<file path="src/rtl/stream_mux_pkg.sv">
// Shared constants and types for the round-robin / fixed-select stream multiplexer.
package stream_mux_pkg;

    localparam logic MODE_FIXED = 1'b0;
    localparam logic MODE_RR    = 1'b1;

    typedef enum logic {
        SLOT_EMPTY = 1'b0,
        SLOT_FULL  = 1'b1
    } slot_e;

    // Index width for n channels; never below 1 so a 2-channel mux still has a select bit.
    function automatic int sel_width(input int n);
        int w;
        w = 1;
        while ((1 << w) < n) w++;
        return w;
    endfunction

endpackage

</file>
<file path="src/rtl/rr_arbiter.sv">
// Round-robin arbiter: one-hot grant to the first requester after the last granted
// channel, with wrap-around for any channel count.
module rr_arbiter
    import stream_mux_pkg::*;
#(
    parameter int CHANNELS = 4
) (
    input  logic                clk,
    input  logic                rst_n,
    input  logic [CHANNELS-1:0] req,
    input  logic                upd,
    output logic [CHANNELS-1:0] grant
);

    localparam int SEL_W = sel_width(CHANNELS);

    logic [SEL_W-1:0] last;
    logic [SEL_W-1:0] gidx;
    logic [SEL_W-1:0] idx;
    logic             found;

    always_comb begin
        grant = '0;
        gidx  = '0;
        idx   = '0;
        found = 1'b0;
        for (int i = 1; i <= CHANNELS; i++) begin
            if (int'(last) + i >= CHANNELS)
                idx = SEL_W'(int'(last) + i - CHANNELS);
            else
                idx = SEL_W'(int'(last) + i);
            if (!found && req[idx]) begin
                found       = 1'b1;
                grant[idx]  = 1'b1;
                gidx        = idx;
            end
        end
    end

    // Pointer only moves on a real transfer, so stalls never cost a channel its turn.
    always_ff @(posedge clk) begin
        if (!rst_n)
            last <= SEL_W'(CHANNELS - 1);
        else if (upd)
            last <= gidx;
    end

endmodule

</file>
<file path="src/rtl/stream_mux_rr.sv">
// N-channel stream multiplexer with fixed-select or round-robin arbitration and a
// single registered output slot (1-cycle latency, full throughput).
module stream_mux_rr
    import stream_mux_pkg::*;
#(
    parameter int WIDTH    = 8,
    parameter int CHANNELS = 4,
    parameter int SEL_W    = 2
) (
    input  logic                      clk,
    input  logic                      rst_n,
    input  logic [CHANNELS*WIDTH-1:0] in_data,
    input  logic [CHANNELS-1:0]       in_valid,
    output logic [CHANNELS-1:0]       in_ready,
    input  logic                      mode,
    input  logic [SEL_W-1:0]          sel,
    output logic [WIDTH-1:0]          out_data,
    output logic [SEL_W-1:0]          out_chan,
    output logic                      out_valid,
    input  logic                      out_ready
);

    if (SEL_W != sel_width(CHANNELS) || CHANNELS < 2 || CHANNELS > 16) begin : g_param_check
        $error("stream_mux_rr: CHANNELS must be 2..16 and SEL_W must equal max(1, clog2(CHANNELS))");
    end

    slot_e               state_p1, state_d;
    logic [WIDTH-1:0]    data_p1;
    logic [SEL_W-1:0]    chan_p1;

    logic                load_en;
    logic                accept;
    logic                upd;
    logic [CHANNELS-1:0] rr_grant;
    logic [CHANNELS-1:0] fix_grant;
    logic [CHANNELS-1:0] grant;
    logic [WIDTH-1:0]    mux_data;
    logic [SEL_W-1:0]    mux_chan;

    rr_arbiter #(
        .CHANNELS(CHANNELS)
    ) u_arb (
        .clk  (clk),
        .rst_n(rst_n),
        .req  (in_valid),
        .upd  (upd),
        .grant(rr_grant)
    );

    // Out-of-range select (possible when CHANNELS is not a power of two) grants nobody.
    always_comb begin
        fix_grant = '0;
        if (int'(sel) < CHANNELS)
            fix_grant[sel] = 1'b1;
    end

    assign load_en  = (state_p1 == SLOT_EMPTY) || out_ready;
    assign grant    = (mode == MODE_RR) ? rr_grant : fix_grant;
    assign in_ready = (rst_n && load_en) ? grant : '0;
    assign accept   = |(in_valid & in_ready);
    assign upd      = accept && (mode == MODE_RR);

    always_comb begin
        mux_data = '0;
        mux_chan = '0;
        for (int k = 0; k < CHANNELS; k++) begin
            if (grant[k]) begin
                mux_data = in_data[k*WIDTH +: WIDTH];
                mux_chan = SEL_W'(k);
            end
        end
    end

    always_comb begin
        state_d = state_p1;
        if (load_en)
            state_d = accept ? SLOT_FULL : SLOT_EMPTY;
    end

    // Stage p1: output slot register
    always_ff @(posedge clk) begin
        if (!rst_n) begin
            state_p1 <= SLOT_EMPTY;
            data_p1  <= '0;
            chan_p1  <= '0;
        end else begin
            state_p1 <= state_d;
            if (accept) begin
                data_p1 <= mux_data;
                chan_p1 <= mux_chan;
            end
        end
    end

    assign out_valid = (state_p1 == SLOT_FULL);
    assign out_data  = data_p1;
    assign out_chan  = chan_p1;

endmodule
</file>
<file path="config.mk">
export PLATFORM = sky130hd
export DESIGN_NAME = stream_mux_rr
export DESIGN_NICKNAME = d
export VERILOG_FILES = /design/src/rtl/stream_mux_pkg.sv /design/src/rtl/rr_arbiter.sv /design/src/rtl/stream_mux_rr.sv
export SDC_FILE = /design/constraint.sdc
export NUM_CORES = 1
export LEC_CHECK = 0
export CORE_MARGIN = 1
export CORE_UTILIZATION = 37
export DETAILED_ROUTE_END_ITERATION = 7
export PLACE_DENSITY_LB_ADDON = 0.05
export SYNTH_ARGS = -nofsm -noshare
export SYNTH_HDL_FRONTEND = slang
export SYNTH_SLANG_ARGS = --single-unit
</file>
<file path="constraint.sdc">
create_clock -name clk -period 3.1 [get_ports clk]
set_input_delay 0.465 -clock clk [delete_from_list [all_inputs] [get_ports clk]]
set_output_delay 0.465 -clock clk [all_outputs]
set_load 0.1 [all_outputs]
</file>
After elaboration in Yosys (flattened, before gate mapping)
Index checks and enable logic that the tools add are counted.

word-level totals
  register bits = 13
  output and inout bits = 15
  word-level logic and storage cells = 89

cells by class
  $add $sub $neg = 8
  $lt $le $gt $ge = 14
  muxes and demuxes = 43
  bitwise logic cells = 5
  reductions and logical operators = 15

operator list
  operator                                                                             count
  8-bit two-way mux                                                                    4
  4-bit two-way mux                                                                    6
  2-bit two-way mux                                                                    10
  2-bit by 3-bit < comparator with 1-bit output, second input constant                 5
  1-bit two-way mux                                                                    14
  4-bit OR                                                                             3
  1-bit demux with 2-bit select                                                        5
  2-bit by 1-bit greater-or-equal comparator with 1-bit output, second input constant  5
  1-bit logical AND                                                                    10
  3-bit greater-or-equal comparator, second input constant                             3
  1-bit binary-select mux with 2-bit select                                            4
  2-bit by 1-bit subtractor with 2-bit output, second input constant                   4
  2-bit by 2-bit adder with 3-bit output, second input constant                        2
  2-bit by 3-bit adder with 4-bit output, second input constant                        1
  4-bit AND                                                                            1
  4-bit by 3-bit greater-or-equal comparator with 1-bit output, second input constant  1
  4-bit OR reduction                                                                   1
  2-bit by 1-bit adder with 3-bit output, second input constant                        1
  1-bit zero test                                                                      3
  1-bit logical OR                                                                     1
  1-bit inverter                                                                       1

Depth between registers and ports, before layout
Gate-level depths: netlist of run 1.

  word-level depth = 20
  depth in mapped cells = 11
  depth with buffers taken out = 9

Modules after synthesis
Synthesis of run 1 repeated with hierarchy kept, for this count alone.

unflattened totals
  cells, all modules = 179
  area total of the unflattened synthesis = 1519.0 um^2

modules (own cells, without submodules)
  module         instances  cells each  area each (um^2)
  stream_mux_rr  1          117         1001.0
  rr_arbiter     1          62          518.0

Worst setup path before layout of run 1
Ideal clock, no wire load.

  path kind = register to output
  from = reg u_arb.last[1]
  to = out in_ready[1]
  data arrival time = 3797 ps
  data required time = 2635 ps
  slack = -1162 ps
  stages on the path, launching flop included = 10
  cells stage by stage = dfxtp_1 clkbuf_1 inv_1 ha_1 mux2_2 mux2i_1 a211oi_1 a31o_2 clkbuf_1 nor2_1

between the ends
  cells in the longest elaborated chain, start to end = 17

ends and longest elaborated chain
  element                                                                          line                 text
  start: declaration                                                               rr_arbiter.sv:17     logic [SEL_W-1:0] last;
  start signal: assignment                                                         rr_arbiter.sv:43     last <= SEL_W'(CHANNELS - 1);
  start signal: assignment                                                         rr_arbiter.sv:45     last <= gidx;
  branches (longest 14 deep; another with 2-bit by 1-bit adder with 3-bit output)  --
  4-bit two-way mux (*)                                                            rr_arbiter.sv:32     if (!found && req[idx]) begin
  4-bit two-way mux (*)                                                            stream_mux_rr.sv:58  assign grant = (mode == MODE_RR) ? rr_grant : fix_grant;
  4-bit two-way mux (*)                                                            stream_mux_rr.sv:59  assign in_ready = (rst_n && load_en) ? grant : '0;
  end: declaration                                                                 stream_mux_rr.sv:14  output logic [CHANNELS-1:0] in_ready,

Mark *: on every way between the ends. The select of a mux whose other input is x is not followed.

Worst setup path in the final report of run 1
  from = reg u_arb.last[0]
  to = out in_ready[0]

Same word-level chain as after synthesis.

==> results of run 1 <==
## power by group through the flow
| stage | clock [mW] | sequential [mW] | combinational, mW |
|---|---|---|---|
| after floorplan | 0 | 0.476 | 0.444 |
| after global placement | 0 | 0.231 | 0.952 |
| after detailed placement | 0 | 0.233 | 0.962 |
| after CTS | 0.158 | 0.231 | 0.970 |
| after global routing | 0.163 | 0.235 | 1.08 |
| final | 0.154 | 0.231 | 1.02 |
## cells by family after synthesis
| logic type | share of synthesized area, % |
|---|---|
| compound gates | 28.2 |
| fa+ha+maj | 6.86 |
| simple gates | 27.1 |
| mux | 10.7 |
| flops | 17.8 |
| buf+inv | 9.26 |
## state kept, by name, summed over array words and instances (netlist names)
name        count
out_chan        2
out_data        8
u_arb.last      2
out_valid       1
## layer usage
metal	routed length (µm)	GRT usage (%)
met3	302	5.46
met5	0	0
met2	2370	37.2
met1	2250	32.6
met4	34	4.17
## final cells by class
cell class	instances	area, µm²
Fill cell	325	1290
Multi-Input combinational cell	139	1170
Timing Repair Buffer	86	807
Sequential cell	13	264
Inverter	21	82.6
Tap cell	48	60.1
Clock buffer	4	45.0
## how the worst min path moves through the flow
stage / from / slack, ns / depth (start not counted) / endpoint
after global routing: out_data[0]$_SDFFE_PN0N_ / 0.49 / 2 / out_data[0]$_SDFFE_PN0N_
after global placement: out_data[2]$_SDFFE_PN0N_ / 0.44 / 2 / out_data[2]$_SDFFE_PN0N_
final: out_data[3]$_SDFFE_PN0N_ / 0.47 / 2 / out_data[3]$_SDFFE_PN0N_
after detailed placement: out_data[5]$_SDFFE_PN0N_ / 0.46 / 2 / out_data[5]$_SDFFE_PN0N_
after CTS: out_data[0]$_SDFFE_PN0N_ / 0.47 / 2 / out_data[0]$_SDFFE_PN0N_
after floorplan: rst_n / 0.54 / 1 / u_arb.last[1]$_SDFFE_PN1P_
## cell usage after synthesis (2+ instances only)
library cell   n
dfxtp_1       13
a21o_1         2
nor2b_1        2
a21oi_1        4
buf_6          2
nand2b_1       4
o32ai_1        8
nand2_1        6
buf_2          2
clkbuf_1       5
nand3_1        9
mux2i_1        4
inv_1         21
a211oi_1       2
o21ai_0        5
a221oi_1       2
and2_1         4
ha_1           8
mux2_2         2
mux4_2         3
and3_1        11
a31o_2         2
nor3_1        13
o22ai_1       10
nor2_1        14
a32o_1         2
## timing repair
item | 4_1_cts | 5_1_grt
gates resized for setup | 1 | 13
setup endpoints to repair | 3 | 12
pin swaps | 2 | 8
buffers inserted | 1 | 6
## cell usage in the layout (no fill, tap or decap), types with 7 or more instances in the layout
master / instances
clkdlybuf4s50_1: 39
and3_1: 11
nor2_1: 12
o22ai_1: 10
ha_1: 7
buf_4: 40
o32ai_1: 8
inv_1: 20
nor3_1: 13
dfxtp_1: 12
## critical path, stage by stage (launching register included)
cell,delay (ns)
dfxtp_4,0.37
clkinvlp_4,0.11
ha_4,0.31
mux4_2,0.57
buf_6,0.16
nor2_4,0.16
nand2_1,0.14
o211ai_2,0.22
and2_4,0.18
buf_12,0.16
==> results.json, run 1 <==
{
  "drc": 0,
  "clkPwrFrac_pct": 10.9,
  "finalPower_mw": 1.40,
  "yosysTopAreaCell": "dfxtp_1",
  "placed_cells": 300,
  "routed_wl_um": 4950,
  "synthArstFlopShare_pct": 0,
  "drt_pre_antenna_iters": 5,
  "start_util_pct": 39.3,
  "finalHoldViolCount": 0,
  "die_area_um2": 4200,
  "cp-start-kind": "flop",
  "die_w_um": 64.8,
  "fin_crit_ns": 3.08,
  "leakage_nw": 1.04,
  "portBuffers": 56,
  "arrival_ns": 2.62,
  "routed_via_density": 5.54,
  "p_sw_share_pct": 51.1,
  "instances_no_fill": 311,
  "crit_end": "in_ready[0]",
  "routabilityCongestion": 0.883,
  "clk_latency_ns": 0.25,
  "nNetsFinal": 314,
  "yosysUniqueCellTypes": 49,
  "cts-root-buf": "clkbuf_8",
  "syn_area_per_cell_um2": 7.97,
  "rsz0062_at_grt": "yes",
  "critPathMaxFanout": 5,
  "hpwlAfterDp_um": 3800,
  "tns_ns": 0,
  "timing.hold.ws_ns": 0.468,
  "ant_nets": 0,
  "dpl_cell_area_um2": 2260,
  "ys.flop_type": "dfxtp_1",
  "r2r-start": "u_arb.last[0]$_SDFFE_PN1P_",
  "relSlewSlack_pct": 74.7,
  "grt_pass1_wl_um": 7600,
  "grt_max_degree": 19,
  "fin_util_pct": 65.3,
  "p_switching_mw": 0.718,
  "r2r_cells": 11,
  "clkTransAtPathRegs_ns": 0.06,
  "status": "complete, no violations",
  "drive_above_1_share_pct": 30.0,
  "num_antenna_cells": 0,
  "synth_fp_nets": 233,
  "r2r-end": "u_arb.last[1]$_SDFFE_PN1P_",
  "vias": 1723,
  "fin_area_um2": 2430,
  "grt_usage_pct": 23.5,
  "antenna_found_initial": 0,
  "synth_area_um2": 1460,
  "holdBufCountCts": 0,
  "required_ns": 2.63,
  "dieHeight_um": 64.8,
  "worst_slack_ns": 0.0188,
  "finClkSkew_ns": 0.00322,
  "startpoint": "u_arb.last[0]$_SDFFE_PN1P_",
  "pre_cts_ws_ns": -0.0228,
  "max-cap-violations": 0,
  "synth_top_area_share_pct": 17.8,
  "p_seq_share_pct": 16.4,
  "period_share_pct": 99.4,
  "tightestPinTransition_ns": 0.379,
  "gr-total-overflow": 0,
  "final_max_slew_viol_count": 0,
  "clockBufferDepth": 2,
  "synth_edf_count": 0,
  "wire_per_inst_um": 15.9,
  "cts.htree.levels": 1,
  "worst_ir_drop_vdd_uv": 494,
  "pin_count": 57,
  "coreArea_um2": 3720,
  "synth_top_cells_by_area": "dfxtp_1 18%, ha_1 6.9%, inv_1 5.4%, o32ai_1 4.8%, and3_1 4.7%",
  "p_int_mw": 0.687,
  "row_count": 22,
  "setup_viol": 0,
  "yosysWarnings": 0,
  "seq_area_frac_synth_pct": 17.8,
  "numClockSinks": 13,
  "crit_path_end_kind": "output pin",
  "crit_type": "flop to output pin",
  "min-delay-path-class": "flop to flop",
  "ys_seq_elements": 13,
  "grt_pass1_vias": 1626,
  "fmax_ghz": 0.325,
  "syn-instance-count": 183,
  "combPwrFrac_pct": 72.6,
  "synthToLayoutAreaGrowth_pct": 66.3,
  "numCtsBuffers": 3,
  "ff2ff_setup_slack_ns": 0.11,
  "drtIter0Drc": 118,
  "cts_tree": "done",
  "power_density_nw_per_um2": 579
}
Note: power is estimated with default switching activity, not from simulation.
==> run 2: changes to the inputs <==
- clock period: 3.1 -> 3.7 ns (I/O delays scaled with it)
==> run 2 against run 1 <==
- clock-buffer cell count did not move
- first-iteration DRC count fell by 30%
- register-to-register slack improved by 0.31 ns
==> results.json, run 2 (same netlist as run 1, synthesis figures left out) <==
{
  "status": "complete, no violations",
  "antenna_found_initial": 0,
  "cts-root-buf": "clkbuf_8",
  "nNetsFinal": 292,
  "fin_util_pct": 58.8,
  "dpl_cell_area_um2": 2140,
  "post-cts-setup-buffers": 0,
  "critPathMaxFanout": 8,
  "instances_no_fill": 289,
  "die_area_um2": 4200,
  "placed_cells": 285,
  "finClkSkew_ns": 0.00292,
  "r2r_cells": 9,
  "grt_max_degree": 19,
  "fin_area_um2": 2180,
  "portBuffers": 56,
  "pin_count": 57,
  "ant_nets": 0,
  "dieHeight_um": 64.8,
  "cts_tree": "done",
  "routabilityCongestion": 0.993,
  "min-delay-path-class": "flop to flop",
  "worst_slack_ns": 0.159,
  "finalPower_mw": 1.08,
  "arrival_ns": 2.99,
  "combPwrFrac_pct": 70.6,
  "max-cap-violations": 0,
  "hpwlAfterDp_um": 3490,
  "crit_path_end_kind": "output pin",
  "ff2ff_setup_slack_ns": 0.42,
  "vias": 1628,
  "drc": 0,
  "power_density_nw_per_um2": 494,
  "tns_ns": 0,
  "path_delay_family": "multiplexers",
  "grt_pass1_vias": 1498,
  "p_int_mw": 0.515,
  "start_util_pct": 39.3,
  "fin_crit_ns": 3.54,
  "cp_num_buf_inv": 3,
  "tightestPinTransition_ns": 0.988,
  "cts_resized": 0,
  "clk_latency_ns": 0.25,
  "pre_cts_ws_ns": 0.315,
  "min_path_cells": 2,
  "clockBufferDepth": 2,
  "grt_pass1_wl_um": 7040,
  "timing.hold.ws_ns": 0.455,
  "clkPwrFrac_pct": 12.1,
  "grt_usage_pct": 21.6,
  "routed_via_density": 5.63,
  "relSlewSlack_pct": 33.9,
  "slowest_delay_ns": 0.49,
  "drtIter0Drc": 83,
  "largest_reg_flops": 8,
  "wire_per_inst_um": 15.2,
  "crit_slowest_cell": "ha_1",
  "layout_commonest_cell": "clkdlybuf4s50_1",
  "numCtsBuffers": 3,
  "p_sw_share_pct": 52.3,
  "setup_viol": 0,
  "cp_cell_sequence": "inv_1 -> ha_1 -> mux2_2 -> mux2i_1 -> a211oi_1 -> buf_4 -> a31oi_1 -> and2_1 -> buf_12",
  "routed_wl_um": 4400,
  "drt_pre_antenna_iters": 4,
  "crit_type": "flop to output pin",
  "cp-start-kind": "flop",
  "synthToLayoutAreaGrowth_pct": 49.7,
  "numClockSinks": 13,
  "die_w_um": 64.8,
  "p_seq_share_pct": 17.4,
  "num_antenna_cells": 0,
  "worstSetupPathDepth": 9,
  "final_cell_mix": "52 x clkdlybuf4s50_1, 21 x inv_1, 13 x nor3_1, 13 x dfxtp_1, 12 x nor2_1",
  "worst_ir_drop_vdd_uv": 322,
  "cts.htree.levels": 1,
  "clkTransAtPathRegs_ns": 0.06,
  "holdBufCountCts": 0,
  "period_share_pct": 95.7,
  "required_ns": 3.14,
  "final_max_slew_viol_count": 0,
  "p_switching_mw": 0.565,
  "coreArea_um2": 3720,
  "rsz0062_at_grt": "no",
  "drive_above_1_share_pct": 14.5,
  "leakage_nw": 0.892,
  "fmax_ghz": 0.282,
  "row_count": 22,
  "finalHoldViolCount": 0,
  "gr-total-overflow": 0
}
==> run 2: cell type report <==
type | count | area [µm²]
tap | 48 | 60.1
inverter | 21 | 78.8
fill | 361 | 1530
clock buffer | 4 | 45.0
sequential | 13 | 260
timing repair buffer | 64 | 661
multi-input combinational | 139 | 1080
==> run 2: per-layer routing <==
metal / GRT usage [%] / wire [µm] / vias up / part of all wire [%]
li1: - / - / 805 / -
met2: 34.8 / 2080 / 34 / 47
met4: 5.56 / 24 / 0 / 0.54
met3: 3.35 / 199 / 2 / 4.5
met5: 0 / 0 / - / 0
met1: 29.6 / 2100 / 787 / 48
==> run 2: power by group through the flow <==
stage / logic [mW] / clock network [mW] / registers (mW)
floorplan: 0.345 / 0 / 0.398
global placement: 0.754 / 0 / 0.189
detailed placement: 0.756 / 0 / 0.191
CTS: 0.759 / 0.134 / 0.188
global route: 0.803 / 0.140 / 0.193
finish: 0.762 / 0.130 / 0.187
==> run 2: path summary, 6_finish.rpt <==
check	endpoint	startpoint
setup / recovery	in_ready[2]	u_arb.last[0]$_SDFFE_PN1P_
hold reg to reg	out_data[2]$_SDFFE_PN0N_	out_data[2]$_SDFFE_PN0N_
hold / removal	out_data[2]$_SDFFE_PN0N_	out_data[2]$_SDFFE_PN0N_
setup reg to reg	out_data[1]$_SDFFE_PN0N_	u_arb.last[0]$_SDFFE_PN1P_
==> run 2: worst register-to-register path, cell delays in order (launching register included) <==
cell and delay [ns]:
dfxtp_1 0.32, inv_1 0.16, ha_1 0.49, mux2_2 0.41, a32o_1 0.27, a211oi_1 0.45, a31oi_2 0.20, o31ai_2 0.31
nand3_1 0.35, o32ai_1 0.23
